===== config.mk =====
export PLATFORM = sky130hd
export DESIGN_NAME = mem_arbiter_flat
export DESIGN_NICKNAME = d
export VERILOG_FILES = /design/src/rtl/mem_arbiter_pkg.sv /design/src/rtl/mem_arbiter_if.sv /design/src/rtl/mem_arbiter_arb_rr2.sv /design/src/rtl/mem_arbiter.sv /design/src/flat_wrapper.sv
export SDC_FILE = /design/constraint.sdc
export NUM_CORES = 1
export LEC_CHECK = 0
export CELL_PAD_IN_SITES_DETAIL_PLACEMENT = 0
export CELL_PAD_IN_SITES_GLOBAL_PLACEMENT = 2
export CORE_MARGIN = 10
export CORE_UTILIZATION = 21
export DETAILED_ROUTE_END_ITERATION = 10
export GPL_TIMING_DRIVEN = 0
export PLACE_DENSITY_LB_ADDON = 0.3
export SLEW_MARGIN = 20
export SYNTH_ARGS = -nofsm -noshare
export SYNTH_HDL_FRONTEND = slang
export SYNTH_SLANG_ARGS = --single-unit
export TNS_END_PERCENT = 30

===== constraint.sdc =====
create_clock -name clk -period 2.27 [get_ports clk]
set_input_delay 0.227 -clock clk [delete_from_list [all_inputs] [get_ports clk]]
set_output_delay 0.227 -clock clk [all_outputs]
set_load 0.1 [all_outputs]

===== src/rtl/mem_arbiter_pkg.sv =====
// Shared definitions for the two-port memory arbiter.
// Contents:
//   arb_state_e  - bus ownership state (IDLE, LOCK0, LOCK1)
//   PORT0/PORT1  - port index constants (0 = core, 1 = DMA/loader)
package mem_arbiter_pkg;

    typedef enum logic [1:0] {
        ST_IDLE  = 2'd0,
        ST_LOCK0 = 2'd1,
        ST_LOCK1 = 2'd2
    } arb_state_e;

    localparam logic PORT0 = 1'b0;
    localparam logic PORT1 = 1'b1;

endpackage


===== src/rtl/mem_arbiter_if.sv =====
// Bus bundle between two requesters, the arbiter and a single-port
// synchronous RAM.
// Per requester n (0 = core, 1 = DMA/loader):
//   req_n, lock_n, we_n, addr_n, wdata_n  -> arbiter
//   gnt_n, rvalid_n, rdata_n              <- arbiter
// Memory side:
//   mem_addr, mem_wr_data, mem_wr_enable  <- arbiter
//   mem_rd_data                           -> arbiter (one cycle after mem_addr)
// Modports: slave = arbiter view, master = requester/memory view.
interface mem_arbiter_if #(
    parameter int ADDR_W = 16,
    parameter int DATA_W = 8
);
    logic              req_0;
    logic              lock_0;
    logic              we_0;
    logic [ADDR_W-1:0] addr_0;
    logic [DATA_W-1:0] wdata_0;
    logic              gnt_0;
    logic              rvalid_0;
    logic [DATA_W-1:0] rdata_0;

    logic              req_1;
    logic              lock_1;
    logic              we_1;
    logic [ADDR_W-1:0] addr_1;
    logic [DATA_W-1:0] wdata_1;
    logic              gnt_1;
    logic              rvalid_1;
    logic [DATA_W-1:0] rdata_1;

    logic [ADDR_W-1:0] mem_addr;
    logic [DATA_W-1:0] mem_wr_data;
    logic              mem_wr_enable;
    logic [DATA_W-1:0] mem_rd_data;

    modport slave (
        input  req_0, lock_0, we_0, addr_0, wdata_0,
        output gnt_0, rvalid_0, rdata_0,
        input  req_1, lock_1, we_1, addr_1, wdata_1,
        output gnt_1, rvalid_1, rdata_1,
        output mem_addr, mem_wr_data, mem_wr_enable,
        input  mem_rd_data
    );

    modport master (
        output req_0, lock_0, we_0, addr_0, wdata_0,
        input  gnt_0, rvalid_0, rdata_0,
        output req_1, lock_1, we_1, addr_1, wdata_1,
        input  gnt_1, rvalid_1, rdata_1,
        input  mem_addr, mem_wr_data, mem_wr_enable,
        output mem_rd_data
    );

endinterface


===== src/rtl/mem_arbiter_arb_rr2.sv =====
// Two-input round-robin picker used when nobody owns the bus.
// Ports:
//   req_i         - request vector, bit n = port n
//   last_served_i - port granted most recently
//   valid_o       - at least one request present
//   sel_o         - chosen port (the one not served last on a tie)
module arb_rr2 (
    input  logic [1:0] req_i,
    input  logic       last_served_i,
    output logic       valid_o,
    output logic       sel_o
);
    import mem_arbiter_pkg::*;

    always_comb begin
        valid_o = |req_i;
        sel_o   = PORT0;
        case (req_i)
            2'b10:   sel_o = PORT1;
            2'b11:   sel_o = ~last_served_i;
            default: sel_o = PORT0;
        endcase
    end

endmodule


===== src/rtl/mem_arbiter.sv =====
// Two-port arbiter in front of a single-port synchronous RAM.
// One access is accepted per cycle with zero-cycle grant latency; a port may
// hold the bus across accesses with lock_n, bounded by MAX_LOCK consecutive
// locked grants while the other port waits.
// Ports:
//   clk, reset - clock, synchronous active-high reset
//   bus        - mem_arbiter_if.slave: requester handshakes and memory bus
module mem_arbiter #(
    parameter int ADDR_W   = 16,
    parameter int DATA_W   = 8,
    parameter int MAX_LOCK = 7
) (
    input  logic         clk,
    input  logic         reset,
    mem_arbiter_if.slave bus
);
    import mem_arbiter_pkg::*;

    localparam logic [7:0] MAX_LOCK_C = 8'(MAX_LOCK);

    arb_state_e        state_q, state_d;
    logic              last_q, last_d;
    logic [7:0]        cnt_q, cnt_d;
    logic [ADDR_W-1:0] addr_q, addr_d;
    logic [DATA_W-1:0] wdata_q, wdata_d;
    logic [1:0]        rvalid_q, rvalid_d;

    logic [1:0]        req, lock, we, gnt;
    logic              locked, owner, other, force_ho;
    logic              rr_valid, rr_sel;
    logic              win_valid, win_sel;
    logic [ADDR_W-1:0] win_addr;
    logic [DATA_W-1:0] win_wdata;

    assign req  = {bus.req_1,  bus.req_0};
    assign lock = {bus.lock_1, bus.lock_0};
    assign we   = {bus.we_1,   bus.we_0};

    assign locked = (state_q != ST_IDLE);
    assign owner  = (state_q == ST_LOCK1) ? PORT1 : PORT0;
    assign other  = ~owner;
    // Starvation guard: the waiting port takes the bus once the owner has
    // used up its locked-grant budget.
    assign force_ho = locked && req[other] && (cnt_q == MAX_LOCK_C);

    arb_rr2 u_rr (
        .req_i        (req),
        .last_served_i(last_q),
        .valid_o      (rr_valid),
        .sel_o        (rr_sel)
    );

    // Winner selection; an owner that stops requesting keeps the bus idle.
    always_comb begin
        win_valid = 1'b0;
        win_sel   = PORT0;
        if (!reset) begin
            if (locked) begin
                if (force_ho) begin
                    win_valid = 1'b1;
                    win_sel   = other;
                end else if (req[owner]) begin
                    win_valid = 1'b1;
                    win_sel   = owner;
                end
            end else begin
                win_valid = rr_valid;
                win_sel   = rr_sel;
            end
        end
    end

    assign win_addr  = win_sel ? bus.addr_1  : bus.addr_0;
    assign win_wdata = win_sel ? bus.wdata_1 : bus.wdata_0;
    assign gnt       = {win_valid & win_sel, win_valid & ~win_sel};

    // State register
    always_ff @(posedge clk) begin
        if (reset) begin
            state_q  <= ST_IDLE;
            last_q   <= PORT1;
            cnt_q    <= '0;
            addr_q   <= '0;
            wdata_q  <= '0;
            rvalid_q <= '0;
        end else begin
            state_q  <= state_d;
            last_q   <= last_d;
            cnt_q    <= cnt_d;
            addr_q   <= addr_d;
            wdata_q  <= wdata_d;
            rvalid_q <= rvalid_d;
        end
    end

    // Next-state
    always_comb begin
        state_d  = state_q;
        last_d   = last_q;
        cnt_d    = cnt_q;
        addr_d   = addr_q;
        wdata_d  = wdata_q;
        rvalid_d = gnt & ~we;
        if (win_valid) begin
            state_d = lock[win_sel] ? (win_sel ? ST_LOCK1 : ST_LOCK0) : ST_IDLE;
            last_d  = win_sel;
            addr_d  = win_addr;
            wdata_d = win_wdata;
            // Only a non-forced locked grant with the other port waiting
            // extends the streak; anything else restarts it.
            if (!force_ho && lock[win_sel] && req[~win_sel]) begin
                cnt_d = cnt_q + 8'd1;
            end else begin
                cnt_d = '0;
            end
        end else if (!locked || !req[other]) begin
            cnt_d = '0;
        end
    end

    // Outputs
    always_comb begin
        bus.gnt_0         = gnt[0];
        bus.gnt_1         = gnt[1];
        bus.mem_wr_enable = win_valid & we[win_sel];
        bus.mem_addr      = addr_q;
        bus.mem_wr_data   = wdata_q;
        if (reset) begin
            bus.mem_addr    = '0;
            bus.mem_wr_data = '0;
        end else if (win_valid) begin
            bus.mem_addr    = win_addr;
            bus.mem_wr_data = win_wdata;
        end
        // A read granted just before reset must not surface during reset.
        bus.rvalid_0 = rvalid_q[0] & ~reset;
        bus.rvalid_1 = rvalid_q[1] & ~reset;
        bus.rdata_0  = bus.mem_rd_data;
        bus.rdata_1  = bus.mem_rd_data;
    end

endmodule


===== src/flat_wrapper.sv =====
// flat-port wrapper written by rule: the top's interface ports become plain ports
module mem_arbiter_flat import mem_arbiter_pkg::*;
#(
    parameter int ADDR_W   = 16,
    parameter int DATA_W   = 8,
    parameter int MAX_LOCK = 7
)
  (clk, reset, bus_req_0, bus_lock_0, bus_we_0, bus_addr_0, bus_wdata_0, bus_gnt_0, bus_rvalid_0, bus_rdata_0, bus_req_1, bus_lock_1, bus_we_1, bus_addr_1, bus_wdata_1, bus_gnt_1, bus_rvalid_1, bus_rdata_1, bus_mem_addr, bus_mem_wr_data, bus_mem_wr_enable, bus_mem_rd_data);
  mem_arbiter_if #(.ADDR_W(ADDR_W), .DATA_W(DATA_W)) bus_i ();
  input  logic clk;
  input  logic reset;
  input wire logic [$bits(bus_i.req_0)-1:0] bus_req_0;
  input wire logic [$bits(bus_i.lock_0)-1:0] bus_lock_0;
  input wire logic [$bits(bus_i.we_0)-1:0] bus_we_0;
  input wire logic [$bits(bus_i.addr_0)-1:0] bus_addr_0;
  input wire logic [$bits(bus_i.wdata_0)-1:0] bus_wdata_0;
  output wire logic [$bits(bus_i.gnt_0)-1:0] bus_gnt_0;
  output wire logic [$bits(bus_i.rvalid_0)-1:0] bus_rvalid_0;
  output wire logic [$bits(bus_i.rdata_0)-1:0] bus_rdata_0;
  input wire logic [$bits(bus_i.req_1)-1:0] bus_req_1;
  input wire logic [$bits(bus_i.lock_1)-1:0] bus_lock_1;
  input wire logic [$bits(bus_i.we_1)-1:0] bus_we_1;
  input wire logic [$bits(bus_i.addr_1)-1:0] bus_addr_1;
  input wire logic [$bits(bus_i.wdata_1)-1:0] bus_wdata_1;
  output wire logic [$bits(bus_i.gnt_1)-1:0] bus_gnt_1;
  output wire logic [$bits(bus_i.rvalid_1)-1:0] bus_rvalid_1;
  output wire logic [$bits(bus_i.rdata_1)-1:0] bus_rdata_1;
  output wire logic [$bits(bus_i.mem_addr)-1:0] bus_mem_addr;
  output wire logic [$bits(bus_i.mem_wr_data)-1:0] bus_mem_wr_data;
  output wire logic [$bits(bus_i.mem_wr_enable)-1:0] bus_mem_wr_enable;
  input wire logic [$bits(bus_i.mem_rd_data)-1:0] bus_mem_rd_data;
  assign bus_i.req_0 = bus_req_0;
  assign bus_i.lock_0 = bus_lock_0;
  assign bus_i.we_0 = bus_we_0;
  assign bus_i.addr_0 = bus_addr_0;
  assign bus_i.wdata_0 = bus_wdata_0;
  assign bus_gnt_0 = bus_i.gnt_0;
  assign bus_rvalid_0 = bus_i.rvalid_0;
  assign bus_rdata_0 = bus_i.rdata_0;
  assign bus_i.req_1 = bus_req_1;
  assign bus_i.lock_1 = bus_lock_1;
  assign bus_i.we_1 = bus_we_1;
  assign bus_i.addr_1 = bus_addr_1;
  assign bus_i.wdata_1 = bus_wdata_1;
  assign bus_gnt_1 = bus_i.gnt_1;
  assign bus_rvalid_1 = bus_i.rvalid_1;
  assign bus_rdata_1 = bus_i.rdata_1;
  assign bus_mem_addr = bus_i.mem_addr;
  assign bus_mem_wr_data = bus_i.mem_wr_data;
  assign bus_mem_wr_enable = bus_i.mem_wr_enable;
  assign bus_i.mem_rd_data = bus_mem_rd_data;
  mem_arbiter #(.ADDR_W(ADDR_W), .DATA_W(DATA_W), .MAX_LOCK(MAX_LOCK)) u_core (.clk(clk), .reset(reset), .bus(bus_i));
endmodule

==> flow_metrics.tcl, run 1 <==
set metrics [dict create \
    outcome "complete, but fails checks" \
    violations "negative setup slack" \
    insertion_delay_ns 0.29 \
    grt_pass1_wl_mm 13.0 \
    r2r-end "u_core.addr_q[12]" \
    max_slew.worst_pin.slew_ns 1.02 \
    path_class "flip-flop to primary output" \
    worst_setup_path_start_kind "flip-flop" \
    drt_iter0_markers 68 \
    rsz0062_at_grt "true" \
    dr.pass1.iters 4 \
    setup_viol 27 \
    slowest_delay_ns 0.42 \
    drv_slew 0 \
    antenna_found_initial 0 \
    synth_nets 322 \
    fin_nets 440 \
    cp_cell_sequence "or3_4, or3_4, nand4_4, bufbuf_16, nand3_1, a31oi_4, buf_12" \
    final.setup.worst_slack_ns -0.322 \
    core-area_um2 9370 \
    r2r_start "u_core.cnt_q[3]" \
    grt_max_degree 12 \
    die_w_um 119 \
    clock-sinks 37 \
    crit_arrival_ns 2.37 \
    avgViaCountPerCell 4.41 \
    synth-seq-cells 37 \
    synth_edf_count 0 \
    synth-main-ff-cell "dfxtp_1" \
    drv_cap 0 \
    antennaDiodeCount 0 \
    syn_area_um2 2050 \
    timing.slew.headroom_pct 32.0 \
    drcViolationCount 0 \
    hp-class "input pin to flip-flop" \
    cts_buffers 5 \
    wl_mm 8.04 \
    globalRouteTotalUtil_pct 11.2 \
    finalCritPeriodShare_pct 114 \
    synth_top_area_share_pct 36.2 \
    io_pins 109 \
    ir_drop_uv 251 \
    hold_path_end "u_core.cnt_q[4]" \
    die_h_um 119 \
    ys_seq_area_share_pct 36.2 \
    cts_hold_buf 0 \
    worstRegToRegCells 10 \
    avgSynthCellArea_um2 7.96 \
    dpl_cell_area_um2 3620 \
    start_util_pct 21.8 \
    yosys-top-cells-area "dfxtp_1, nand2_1, a31oi_1, buf_4, nand3_1" \
    hold_start "reset" \
    finalSetupTns_ns -7.52 \
    cp_max_fo 6 \
    netlist_instances 257 \
    clkTransAtPathRegs_ns 0.07 \
    crit_path_frequent_cell "or3_4" \
    crit_path_top_delay_cell "or3_4" \
    postRouteAntennaNets 0 \
    vias 2225 \
    drive_above_1_share_pct 36.2 \
    area_delta_synth_final_pct 105 \
    whs_ns 0.449 \
    wl_per_cell_um 15.9 \
    finalHoldViolations 0 \
    clock_tree.buffer_depth 2 \
    ys_warn_count 0 \
    synth_top_cell_by_area "dfxtp_1" \
    yosys.cell_types.count 42 \
    cts_tree "done" \
    fmax_mhz 386 \
    fin_crit_ns 2.59 \
    leakagePower_nw 1.51 \
    grt_pass1_vias 2445 \
    hold_depth 5 \
    power_density_nw_per_um2 538 \
    fin_area_um2 4200 \
    cp.required_ns 2.04 \
    end_kind "primary output" \
    rrSetupSlack_ns 0.07 \
    async_flop_share_pct 0 \
    h-tree-depth 2 \
    dp_hpwl_mm 5.95 \
    portBuffers 99 \
    fp-row-count 35 \
    die-area_um2 14100 \
    overflow 0 \
    cts_root_buf "clkbuf_8" \
    place.gp.congestion 0.775 \
    finClkSkew_ns 0.0103 \
]
==> how the worst max path moves through the flow <==
stage | startpoint | to | slack (ns)
global route | u_core.cnt_q[3] | bus_mem_addr[7] | -0.41
detailed placement | bus_req_1 | bus_mem_addr[5] | -1.53
global placement | bus_req_1 | bus_mem_addr[5] | -1.52
finish | u_core.cnt_q[3] | bus_mem_addr[5] | -0.32
CTS | u_core.cnt_q[7] | bus_mem_addr[13] | -0.35
floorplan | u_core.cnt_q[7] | bus_mem_addr[10] | -0.16
==> critical path: cells and delay by family (launching register included) <==
| kind | cells | cell delay (ns) |
|---|---|---|
| simple gates | 4 | 1.05 |
| compound gates | 1 | 0.19 |
| flops | 1 | 0.35 |
| buf+inv | 2 | 0.47 |
==> metrics by stage <==
stage               setup slack [ns]  power [mW]  util [%]  instances
floorplan                     -0.159        1.40         -        257
CTS                           -0.349        2.28      44.1        501
global route                  -0.414        2.36      44.8        505
finish                        -0.322        2.26      44.8        505
detailed placement             -1.53        1.66      38.6        485
global placement               -1.52        1.66      38.6        485
==> synth_stat cells, types with 3 or more instances <==
| cell | n |
|---|---|
| nor2_1 | 9 |
| nand3_2 | 3 |
| inv_1 | 5 |
| o21ai_0 | 3 |
| buf_4 | 18 |
| nand3_1 | 27 |
| o211ai_1 | 5 |
| and2_1 | 4 |
| nand2b_1 | 3 |
| a31oi_1 | 24 |
| dfxtp_1 | 37 |
| nand2_1 | 64 |
| o221ai_1 | 4 |
| a21oi_1 | 5 |
| clkbuf_1 | 5 |
| a22oi_1 | 3 |
| buf_2 | 5 |
==> logic make-up after synthesis <==
family,count (synthesis),synth area share (%)
simple gates,125,30.3
flops,37,36.2
compound gates,53,18.6
buf+inv,40,13.8
mux,1,0.489
fa+ha+maj,1,0.612
==> flip-flops by register name (all words and copies together) (netlist names) <==
register         count
u_core.cnt_q         8
u_core.rvalid_q      2
u_core.last_q        1
u_core.state_q       2
u_core.wdata_q       8
u_core.addr_q       16
==> layout by cell type, fill, tap and decap left out, types with 4 or more instances in the layout <==
| cell type | n |
|---|---|
| buf_12 | 30 |
| dfxtp_2 | 4 |
| nand2_1 | 63 |
| a21oi_1 | 5 |
| o221ai_1 | 4 |
| buf_4 | 28 |
| nor2_1 | 7 |
| and2_1 | 4 |
| a31oi_4 | 25 |
| nand3_2 | 14 |
| dfxtp_1 | 33 |
| nand3_1 | 15 |
| o211ai_1 | 5 |
| clkbuf_8 | 6 |
| clkdlybuf4s50_1 | 69 |
| inv_1 | 5 |
==> report_power, final <==
group,switching [mW],internal [mW],leakage (nW)
Combinational,0.673,0.422,1.16
Clock,0.246,0.213,0.0450
Sequential,0.0125,0.690,0.305
==> cell type report <==
type / instances / area [um2]
tap: 129 / 161
sequential: 37 / 746
buffer: 34 / 288
timing repair buffer: 111 / 1400
multi-input combinational: 180 / 1500
inverter: 6 / 22.5
clock inverter: 2 / 10.0
clock buffer: 6 / 72.6
fill: 938 / 5170
==> what timing repair did <==
action / CTS / global route
setup buffers: 7 / 4
resized for setup: 259 / 6
pin swaps: 16 / 5
setup endpoints to repair: 28 / 27
gates cloned: 1 / 0
==> metal layers <==
metal | up-vias | part of all wire (%) | track usage, %
met5 | - | 0 | 0
met4 | 0 | 0.88 | 2.98
met3 | 5 | 9.7 | 5.52
met2 | 66 | 46 | 17.6
met1 | 1038 | 43 | 13.4
li1 | 1116 | - | -
Note: power is estimated with default switching activity, not from simulation.
==> run 2: changes to the inputs <==
Settings changed: CORE_UTILIZATION 21 to 22.
Clock period 2.27 ns to 3.3 ns, I/O delays scaled along.
==> run 2 against run 1 <==
  * The run now ends clean
  * Global-route usage increased by 0.091 points
  * Register-to-register slack improved by 1.1 ns
  * Clock-buffer cell count increased by 1
==> flow_metrics.tcl, run 2 (same netlist as run 1, synthesis figures left out) <==
set metrics [dict create \
    outcome "completed" \
    globalRouteTotalUtil_pct 11.3 \
    multi_input_area_um2 1080 \
    finalCritPeriodShare_pct 96.7 \
    ff_latch_area_um2 741 \
    io_pins 109 \
    dr.pass1.iters 4 \
    timing.slew.headroom_pct 33.5 \
    avgViaCountPerCell 4.59 \
    leakagePower_nw 1.27 \
    wl_per_cell_um 15.8 \
    clkTransAtPathRegs_ns 0.07 \
    grt_pass1_wl_mm 12.1 \
    antenna_found_initial 0 \
    fillers 1000 \
    ir_drop_uv 163 \
    clock_tree.buffer_depth 2 \
    dp_cells 467 \
    cp.required_ns 2.97 \
    wl_mm 7.49 \
    place.gp.congestion 0.749 \
    end_kind "primary output" \
    cts_root_buf "clkbuf_8" \
    h-tree-depth 2 \
    fmax_mhz 313 \
    overflow 0 \
    path_class "flip-flop to primary output" \
    rrSetupSlack_ns 1.17 \
    max_slew.worst_pin.slew_ns 0.994 \
    grt_max_degree 12 \
    worstRegToRegCells 7 \
    portBuffers 99 \
    finalHoldViolations 0 \
    setup_viol 0 \
    drv_slew 0 \
    regMostFlops "u_core.addr_q" \
    hp-class "flip-flop to flip-flop" \
    grt_pass1_vias 2415 \
    crit_arrival_ns 2.86 \
    crit_path_start "u_core.cnt_q[0]" \
    dp_slack_ns -0.579 \
    fp-row-count 35 \
    final_cell_mix "clkdlybuf4s50_1, nand2_1, dfxtp_1" \
    reg_top3 "u_core.addr_q: 16 flops, u_core.cnt_q: 8 flops, u_core.wdata_q: 8 flops" \
    vias 2180 \
    r2r-end "u_core.addr_q[4]" \
    antennaDiodeCount 0 \
    final_cell_count_no_fill 475 \
    area_delta_synth_final_pct 59.3 \
    r2r_start "u_core.cnt_q[0]" \
    start_util_pct 22.4 \
    die_h_um 116 \
    worst_setup_path_start_kind "flip-flop" \
    cp_max_fo 10 \
    postRouteAntennaNets 0 \
    hold_start "u_core.last_q" \
    insertion_delay_ns 0.30 \
    power_density_nw_per_um2 453 \
    rsz0062_at_grt "true" \
    cts_setup_buffers 0 \
    cts_tree "done" \
    fin_nets 428 \
    drv_cap 0 \
    largest_reg_flops 16 \
    cts_buffers 5 \
    finClkSkew_ns 0.0117 \
    final_common_cell "clkdlybuf4s50_1" \
    drive_above_1_share_pct 23.4 \
    drt_iter0_markers 52 \
    die-area_um2 13600 \
    dp_hpwl_mm 5.68 \
    core-area_um2 9150 \
    drcViolationCount 0 \
    final.setup.worst_slack_ns 0.109 \
    crit_end "bus_mem_wr_data[4]" \
    fin_crit_ns 3.19 \
    clock-sinks 37 \
    die_w_um 116 \
]
==> run 2: changes by cell type in the layout (fill, tap and decap cells not counted), moves of 9 or more <==
| cell | change |
|---|---|
| buf_12 | -28 |
| a31oi_4 | -24 |
| a31oi_1 | +15 |
| nand3_1 | +12 |
| buf_2 | +11 |
| nand3_2 | -11 |
| buf_4 | -10 |
| a31oi_2 | +9 |
| clkbuf_4 | +9 |
==> run 2: worst min path at each step <==
stage	end	slack, ns	cells past startpoint
2_1_floorplan	u_core.rvalid_q[1]	0.40	1
3_3_place_gp	u_core.last_q	0.44	2
3_5_place_dp	u_core.last_q	0.45	2
4_1_cts	u_core.last_q	0.47	2
5_1_grt	u_core.addr_q[7]	0.51	2
6_report	u_core.last_q	0.46	2
==> run 2: final cells by class <==
type / instances / area share (%)
plain buffers: 34 / 8.03
clock buffers: 7 / 2.65
repair buffers: 99 / 27.6
multi-input cells: 180 / 33.1
inverters: 6 / 0.691
well taps: 111 / 4.26
clock inverters: 1 / 0.922
flip-flops and latches: 37 / 22.7
==> run 2: repair_timing <==
action / 4_1_cts / 5_1_grt
cloned: 0 / 0
hold buffers: 0 / 0
setup endpoints to repair: 27 / 25
resized for setup: 72 / 62
==> run 2: routing by layer <==
layer,GRT usage (%),wire length [um],up-vias
li1,-,-,1091
met1,12.4,3100,1007
met2,19.1,3550,75
met3,5.24,747,7
met4,3.59,87,0
met5,0,0,-
==> run 2: metrics by stage <==
stage / total power [mW] / utilization [%] / TNS [ns] / area (um2) / hold slack (ns)
floorplan: 0.910 / - / -4.87 / 2100 / 0.402
global placement: 1.09 / 35.3 / -13.47 / 3230 / 0.442
detailed placement: 1.09 / 35.3 / -13.40 / 3230 / 0.447
CTS: 1.50 / 36.8 / -2.17 / 3360 / 0.466
global route: 1.54 / 35.6 / -0.0965 / 3260 / 0.506
finish: 1.48 / 35.6 / 0 / 3260 / 0.463
==> run 2: power breakdown <==
group          internal [mW]  switching (mW)
sequential             0.475         0.00817
clock                  0.247           0.174
combinational          0.165           0.406
==> run 2: critical path, stage by stage, from the launching register on <==
cell	delay, ns
dfxtp_1	0.39
ha_1	0.27
nand4bb_4	0.14
or2_2	0.35
a21oi_4	0.31
clkbuf_8	0.25
nand3_1	0.09
a31oi_2	0.20
clkdlybuf4s18_2	0.57
